$ cat src/rtl/sprite_mover.sv
// Moves a sprite by STEP pixels per request, clamped to the map, then streams a full
// row-major redraw of the sprite. Optional macro LINK_FACING_EN adds a facing field to rom_addr.
module sprite_mover #(
    parameter int SPR_W  = 16,
    parameter int SPR_H  = 16,
    parameter int MAP_W  = 256,
    parameter int MAP_H  = 176,
    parameter int STEP   = 1,
    parameter int X_INIT = 120,
    parameter int Y_INIT = 80,
    localparam int PIX_AW = $clog2(SPR_W * SPR_H),
`ifdef LINK_FACING_EN
    localparam int ROM_AW = PIX_AW + 2
`else
    localparam int ROM_AW = PIX_AW
`endif
) (
    input  logic              clock,
    input  logic              reset,
    input  logic              init,
    input  logic              move_char,
    input  logic [3:0]        dir,
    output logic [7:0]        x_draw,
    output logic [6:0]        y_draw,
    output logic [ROM_AW-1:0] rom_addr,
    output logic              VGA_write,
    output logic              draw_done,
    output logic              busy,
    output logic [7:0]        x_pos,
    output logic [6:0]        y_pos
);

    localparam int CW = (SPR_W > 1) ? $clog2(SPR_W) : 1;
    localparam int RW = (SPR_H > 1) ? $clog2(SPR_H) : 1;
    // Bounds are also capped to what the 8-bit x / 7-bit y position can hold.
    localparam int X_LIM = MAP_W - SPR_W;
    localparam int Y_LIM = MAP_H - SPR_H;
    localparam int X_MAX = (X_LIM > 255) ? 255 : X_LIM;
    localparam int Y_MAX = (Y_LIM > 127) ? 127 : Y_LIM;

    typedef enum logic [1:0] {IDLE, UPDATE, DRAW, DONE} state_t;

    state_t            state_reg, state_next;
    logic [3:0]        dir_reg;
    logic [7:0]        x_pos_reg, x_pos_next;
    logic [6:0]        y_pos_reg, y_pos_next;
    logic [CW-1:0]     col_reg;
    logic [RW-1:0]     row_reg;
    logic [PIX_AW-1:0] idx_reg;
    logic [7:0]        x_hold_reg;
    logic [6:0]        y_hold_reg;
    logic [ROM_AW-1:0] addr_hold_reg;
    logic [7:0]        x_live;
    logic [6:0]        y_live;
    logic [ROM_AW-1:0] addr_live;
    logic              drawing;
    logic              last_pixel;

`ifdef LINK_FACING_EN
    logic [1:0] facing_reg, facing_next;

    always_comb begin
        facing_next = facing_reg;
        if (state_reg == UPDATE) begin
            if (dir_reg[3])      facing_next = 2'd1;
            else if (dir_reg[2]) facing_next = 2'd0;
            else if (dir_reg[1]) facing_next = 2'd2;
            else if (dir_reg[0]) facing_next = 2'd3;
        end
    end

    always_ff @(posedge clock) begin
        if (reset || init) facing_reg <= 2'd0;
        else               facing_reg <= facing_next;
    end

    assign addr_live = {facing_reg, idx_reg};
`else
    assign addr_live = idx_reg;
`endif

    assign drawing    = (state_reg == DRAW);
    assign last_pixel = (col_reg == CW'(SPR_W - 1)) && (row_reg == RW'(SPR_H - 1));
    assign x_live     = x_pos_reg + 8'(col_reg);
    assign y_live     = y_pos_reg + 7'(row_reg);

    assign VGA_write = drawing;
    assign x_draw    = drawing ? x_live : x_hold_reg;
    assign y_draw    = drawing ? y_live : y_hold_reg;
    assign rom_addr  = drawing ? addr_live : addr_hold_reg;
    assign draw_done = (state_reg == DONE) && !init;
    assign busy      = (state_reg != IDLE);
    assign x_pos     = x_pos_reg;
    assign y_pos     = y_pos_reg;

    always_comb begin
        state_next = state_reg;
        case (state_reg)
            IDLE:    if (move_char) state_next = UPDATE;
            UPDATE:  state_next = DRAW;
            DRAW:    if (last_pixel) state_next = DONE;
            DONE:    state_next = IDLE;
            default: state_next = IDLE;
        endcase
        if (init) state_next = IDLE;
    end

    // Opposing requests on one axis cancel; each axis clamps independently.
    always_comb begin
        x_pos_next = x_pos_reg;
        y_pos_next = y_pos_reg;
        if (state_reg == UPDATE) begin
            if (dir_reg[1] && !dir_reg[0])
                x_pos_next = (int'(x_pos_reg) >= STEP) ? 8'(int'(x_pos_reg) - STEP) : 8'd0;
            else if (dir_reg[0] && !dir_reg[1])
                x_pos_next = (int'(x_pos_reg) + STEP >= X_MAX) ? 8'(X_MAX) : 8'(int'(x_pos_reg) + STEP);
            if (dir_reg[3] && !dir_reg[2])
                y_pos_next = (int'(y_pos_reg) >= STEP) ? 7'(int'(y_pos_reg) - STEP) : 7'd0;
            else if (dir_reg[2] && !dir_reg[3])
                y_pos_next = (int'(y_pos_reg) + STEP >= Y_MAX) ? 7'(Y_MAX) : 7'(int'(y_pos_reg) + STEP);
        end
    end

    always_ff @(posedge clock) begin
        if (reset) begin
            state_reg     <= IDLE;
            dir_reg       <= 4'd0;
            x_pos_reg     <= 8'(X_INIT);
            y_pos_reg     <= 7'(Y_INIT);
            col_reg       <= '0;
            row_reg       <= '0;
            idx_reg       <= '0;
            x_hold_reg    <= 8'd0;
            y_hold_reg    <= 7'd0;
            addr_hold_reg <= '0;
        end else begin
            state_reg <= state_next;
            if (state_reg == IDLE && move_char) dir_reg <= dir;
            if (drawing) begin
                x_hold_reg    <= x_live;
                y_hold_reg    <= y_live;
                addr_hold_reg <= addr_live;
            end
            if (init) begin
                x_pos_reg <= 8'(X_INIT);
                y_pos_reg <= 7'(Y_INIT);
                col_reg   <= '0;
                row_reg   <= '0;
                idx_reg   <= '0;
            end else begin
                x_pos_reg <= x_pos_next;
                y_pos_reg <= y_pos_next;
                if (drawing) begin
                    if (last_pixel) begin
                        col_reg <= '0;
                        row_reg <= '0;
                        idx_reg <= '0;
                    end else begin
                        idx_reg <= idx_reg + 1'b1;
                        if (col_reg == CW'(SPR_W - 1)) begin
                            col_reg <= '0;
                            row_reg <= row_reg + 1'b1;
                        end else begin
                            col_reg <= col_reg + 1'b1;
                        end
                    end
                end
            end
        end
    end

endmodule

$ cat config.mk
export PLATFORM = sky130hd
export DESIGN_NAME = sprite_mover
export DESIGN_NICKNAME = d
export VERILOG_FILES = /design/src/rtl/sprite_mover.sv
export SDC_FILE = /design/constraint.sdc
export NUM_CORES = 1
export LEC_CHECK = 0
export ABC_AREA = 1
export BUFFER_PORTS_ARGS = -buffer_cell sky130_fd_sc_hd__buf_2
export CORE_AREA = 2 2 116 118
export CTS_BUF_LIST = sky130_fd_sc_hd__clkbuf_2 sky130_fd_sc_hd__clkbuf_4 sky130_fd_sc_hd__clkbuf_8
export DETAILED_ROUTE_END_ITERATION = 16
export DIE_AREA = 0 0 118 120
export GPL_TIMING_DRIVEN = 0
export HOLD_SLACK_MARGIN = 0.08
export PLACE_DENSITY_LB_ADDON = 0.12
export RECOVER_POWER = 100
export SETUP_SLACK_MARGIN = 0.2
export SYNTH_ARGS = -nofsm -noshare
export SYNTH_HDL_FRONTEND = slang
export SYNTH_SLANG_ARGS = --single-unit
$ cat constraint.sdc
create_clock -name clock -period 1.85 [get_ports clock]
set_input_delay 0.37 -clock clock [delete_from_list [all_inputs] [get_ports clock]]
set_output_delay 0.37 -clock clock [all_outputs]
set_load 0.05 [all_outputs]
==> flow_metrics.env <==
export IMPL_status="finished with violations"
export IMPL_violations="setup timing"
export IMPL_dp_cells=776
export IMPL_relSlewSlack_pct=50.8
export IMPL_cts_path_max_buffers=2
export IMPL_vias_per_cell=4.70
export IMPL_worst_hold_slack_ns=0.258
export IMPL_syn_inst=553
export IMPL_reg2reg_slack_ns=-0.23
export IMPL_yosysSeqAreaShare_pct=31.4
export IMPL_power_leakage_nw=2.87
export IMPL_drt_pre_antenna_iters=6
export IMPL_pin_count=49
export IMPL_synth_area_leaders="dfxtp_1 31%, nand2_1 12%, ha_1 8.2%"
export IMPL_dr_first_iter_drc_count=144
export IMPL_slew_viol_final=0
export IMPL_p_seq_share_pct=35.5
export IMPL_clk_pin_slew_worst_paths_ns=0.07
export IMPL_vias=4127
export IMPL_synth_seq_cells=60
export IMPL_synth_ff_type="dfxtp_1"
export IMPL_port_buffers=47
export IMPL_cts_max_level=3
export IMPL_hp_class="input port to flip-flop"
export IMPL_path_max_fanout=2
export IMPL_drt_total_wl_um=12500
export IMPL_setup_worst_path_end_class="output port"
export IMPL_pre_cts_ws_ns=-0.414
export IMPL_routedWlPerCell_um=14.3
export IMPL_comb_power_share_pct=23.0
export IMPL_fin_cells=878
export IMPL_die_w_um=118
export IMPL_tritoncts="yes"
export IMPL_grt_max_degree=11
export IMPL_numCtsBuffers=9
export IMPL_synth_top_area_share_pct=31.4
export IMPL_fin_nets=732
export IMPL_reg2reg_depth=15
export IMPL_fin_crit_sh_pct=134
export IMPL_worstReg2RegEnd="x_hold_reg[6]"
export IMPL_cts_root_buffer="clkbuf_8"
export IMPL_dp_hpwl_um=8020
export IMPL_fin_tns_setup_ns=-12.51
export IMPL_setup_ws_ns=-0.635
export IMPL_initial_core_util_pct=29.5
export IMPL_grt_overflow=0
export IMPL_maxCapViolCount=0
export IMPL_clk_latency_ns=0.36
export IMPL_worst_slew_pin_slew_ns=0.738
export IMPL_syn_nets=588
export IMPL_drive_gt1_share_pct=48.3
export IMPL_die_area_um2=14200
export IMPL_skew_ns=0.00782
export IMPL_endpoint="y_draw[6]"
export IMPL_vdd_ir_drop_max_mv=0.266
export IMPL_grt_antenna_before_repair=0
export IMPL_min_from="dir[1]"
export IMPL_area_delta_synth_final_pct=68.3
export IMPL_rsz0062_at_grt="yes"
export IMPL_switching_share_pct=29.2
export IMPL_gp_congestion=0.840
export IMPL_fin_util_pct=49.6
export IMPL_yosysTopAreaCell="dfxtp_1"
export IMPL_synth_warning_count=0
export IMPL_syn_area_um2=3830
export IMPL_fmax_mhz=402
export IMPL_clkPwrFrac_pct=41.5
export IMPL_r2r_start="x_pos[1]"
export IMPL_grt_total_usage_pct=17.7
export IMPL_async_flop_share_pct=0
export IMPL_crit_type="flip-flop to output port"
export IMPL_p_sw_w=0.00110
export IMPL_cp_required_ns=1.48
export IMPL_finalSetupViolations=33
export IMPL_power_per_cell_area_nw_per_um2=585
export IMPL_final_antenna_net_count=0
export IMPL_arrival_ns=2.11
export IMPL_grt_pass1_vias=3969
export IMPL_hold_viol_final=0
export IMPL_synth_edf_count=0
export IMPL_clock_sinks=60
export IMPL_finalCriticalPeriod_ns=2.48
export IMPL_crit_start="y_pos[0]"
export IMPL_die_y_um=120
export IMPL_syn_area_per_cell_um2=6.92
export IMPL_drc_errors=0
export IMPL_num_rows=42
export IMPL_diodes=0
export IMPL_p_int_w=0.00266
export IMPL_grt_pass1_wl_um=19700
export IMPL_critPathLaunchType="flip-flop"
export IMPL_yosysUniqueCellTypes=39
export IMPL_core_um2=13000
## synth_stat cells (3+ instances only)
cell and count:
nand4_1 7, buf_6 3, nand2_1 127, a211oi_1 5
nor2_2 8, xnor2_1 3, a21oi_1 53, ha_1 25
dfxtp_1 60, buf_2 6, nand2_2 9, clkbuf_1 3
o21ai_1 4, nand3_2 5, buf_1 3, inv_2 13
buf_4 4, xor2_1 12, nor2_1 37, inv_1 64
and3_1 3, o21ai_0 32, nor3_1 4, or2_2 4
nand3_1 37, nor2_4 4
## what timing repair did
item	CTS	global route
endpoints found under the setup margin	45	61
hold buffers	0	0
cloned	3	0
setup buffers	53	30
resized for setup	189	117
pin swaps	26	45
## area by class of cell
class | instances | area, µm²
inverters | 77 | 339
multi-input cells | 397 | 2910
fillers | 1266 | 6540
clock buffers | 12 | 159
well taps | 176 | 220
clock inverters | 4 | 95.1
repair buffers | 133 | 1300
plain buffers | 19 | 173
flip-flops and latches | 60 | 1250
## power by group through the flow
stage | logic, W | registers [W] | clock network, W
2_1_floorplan | 0.000405 | 0.00139 | 0
3_3_place_gp | 0.000548 | 0.00137 | 0
3_5_place_dp | 0.000551 | 0.00137 | 0
4_1_cts | 0.000815 | 0.00134 | 0.00160
5_1_grt | 0.000927 | 0.00134 | 0.00165
6_report | 0.000868 | 0.00134 | 0.00156
## worst min path at each step
stage	endpoint	cells after the start	slack, ns
finish	dir_reg[1]	3	0.26
global route	dir_reg[1]	3	0.28
CTS	dir_reg[1]	3	0.24
detailed placement	addr_live[7]	2	0.46
global placement	addr_live[7]	2	0.45
floorplan	addr_live[7]	2	0.44
## logic make-up after synthesis
group | Yosys count | synth area share, %
buffers and inverters | 96 | 10.6
AO/OA/AOI/OAI | 105 | 15.0
XOR/XNOR | 15 | 3.43
adder cells (fa/ha/maj) | 27 | 9.22
flip-flops | 60 | 31.4
AND/OR/NAND/NOR | 250 | 30.3
## worst max-delay path: stages, from the launching register on
cell,delay [ns]
dfxtp_1,0.42
ha_4,0.16
inv_2,0.03
fa_2,0.33
inv_2,0.07
nand3_2,0.06
nand2_2,0.10
nand2_2,0.07
xor2_2,0.14
nand2_1,0.15
nand2_4,0.07
buf_8,0.15
## metal layers
| metal | vias up | track usage, % | wire (µm) |
|---|---|---|---|
| met4 | 0 | 8.13 | 373 |
| met2 | 83 | 30.5 | 6110 |
| met3 | 24 | 3.09 | 410 |
| met1 | 1936 | 21.6 | 5650 |
| li1 | 2084 | - | - |
| met5 | - | 0 | 0 |
## stage by stage
| stage | total power [W] | area, µm² |
|---|---|---|
| after floorplan | 0.00179 | 4110 |
| after global placement | 0.00192 | 4570 |
| after detailed placement | 0.00192 | 4570 |
| after CTS | 0.00375 | 6000 |
| after global routing | 0.00392 | 6440 |
| final | 0.00377 | 6440 |
## layout by cell type, fill, tap and decap left out, types with 25 or more instances in the layout
master,count
nand2_1,77
buf_4,51
dfxtp_1,44
inv_1,42
a21oi_1,39
buf_6,31
nor2_1,31
nand2_2,29
nand2_4,29
inv_2,25
nand3_1,25
(Power assumes the default switching activity.)
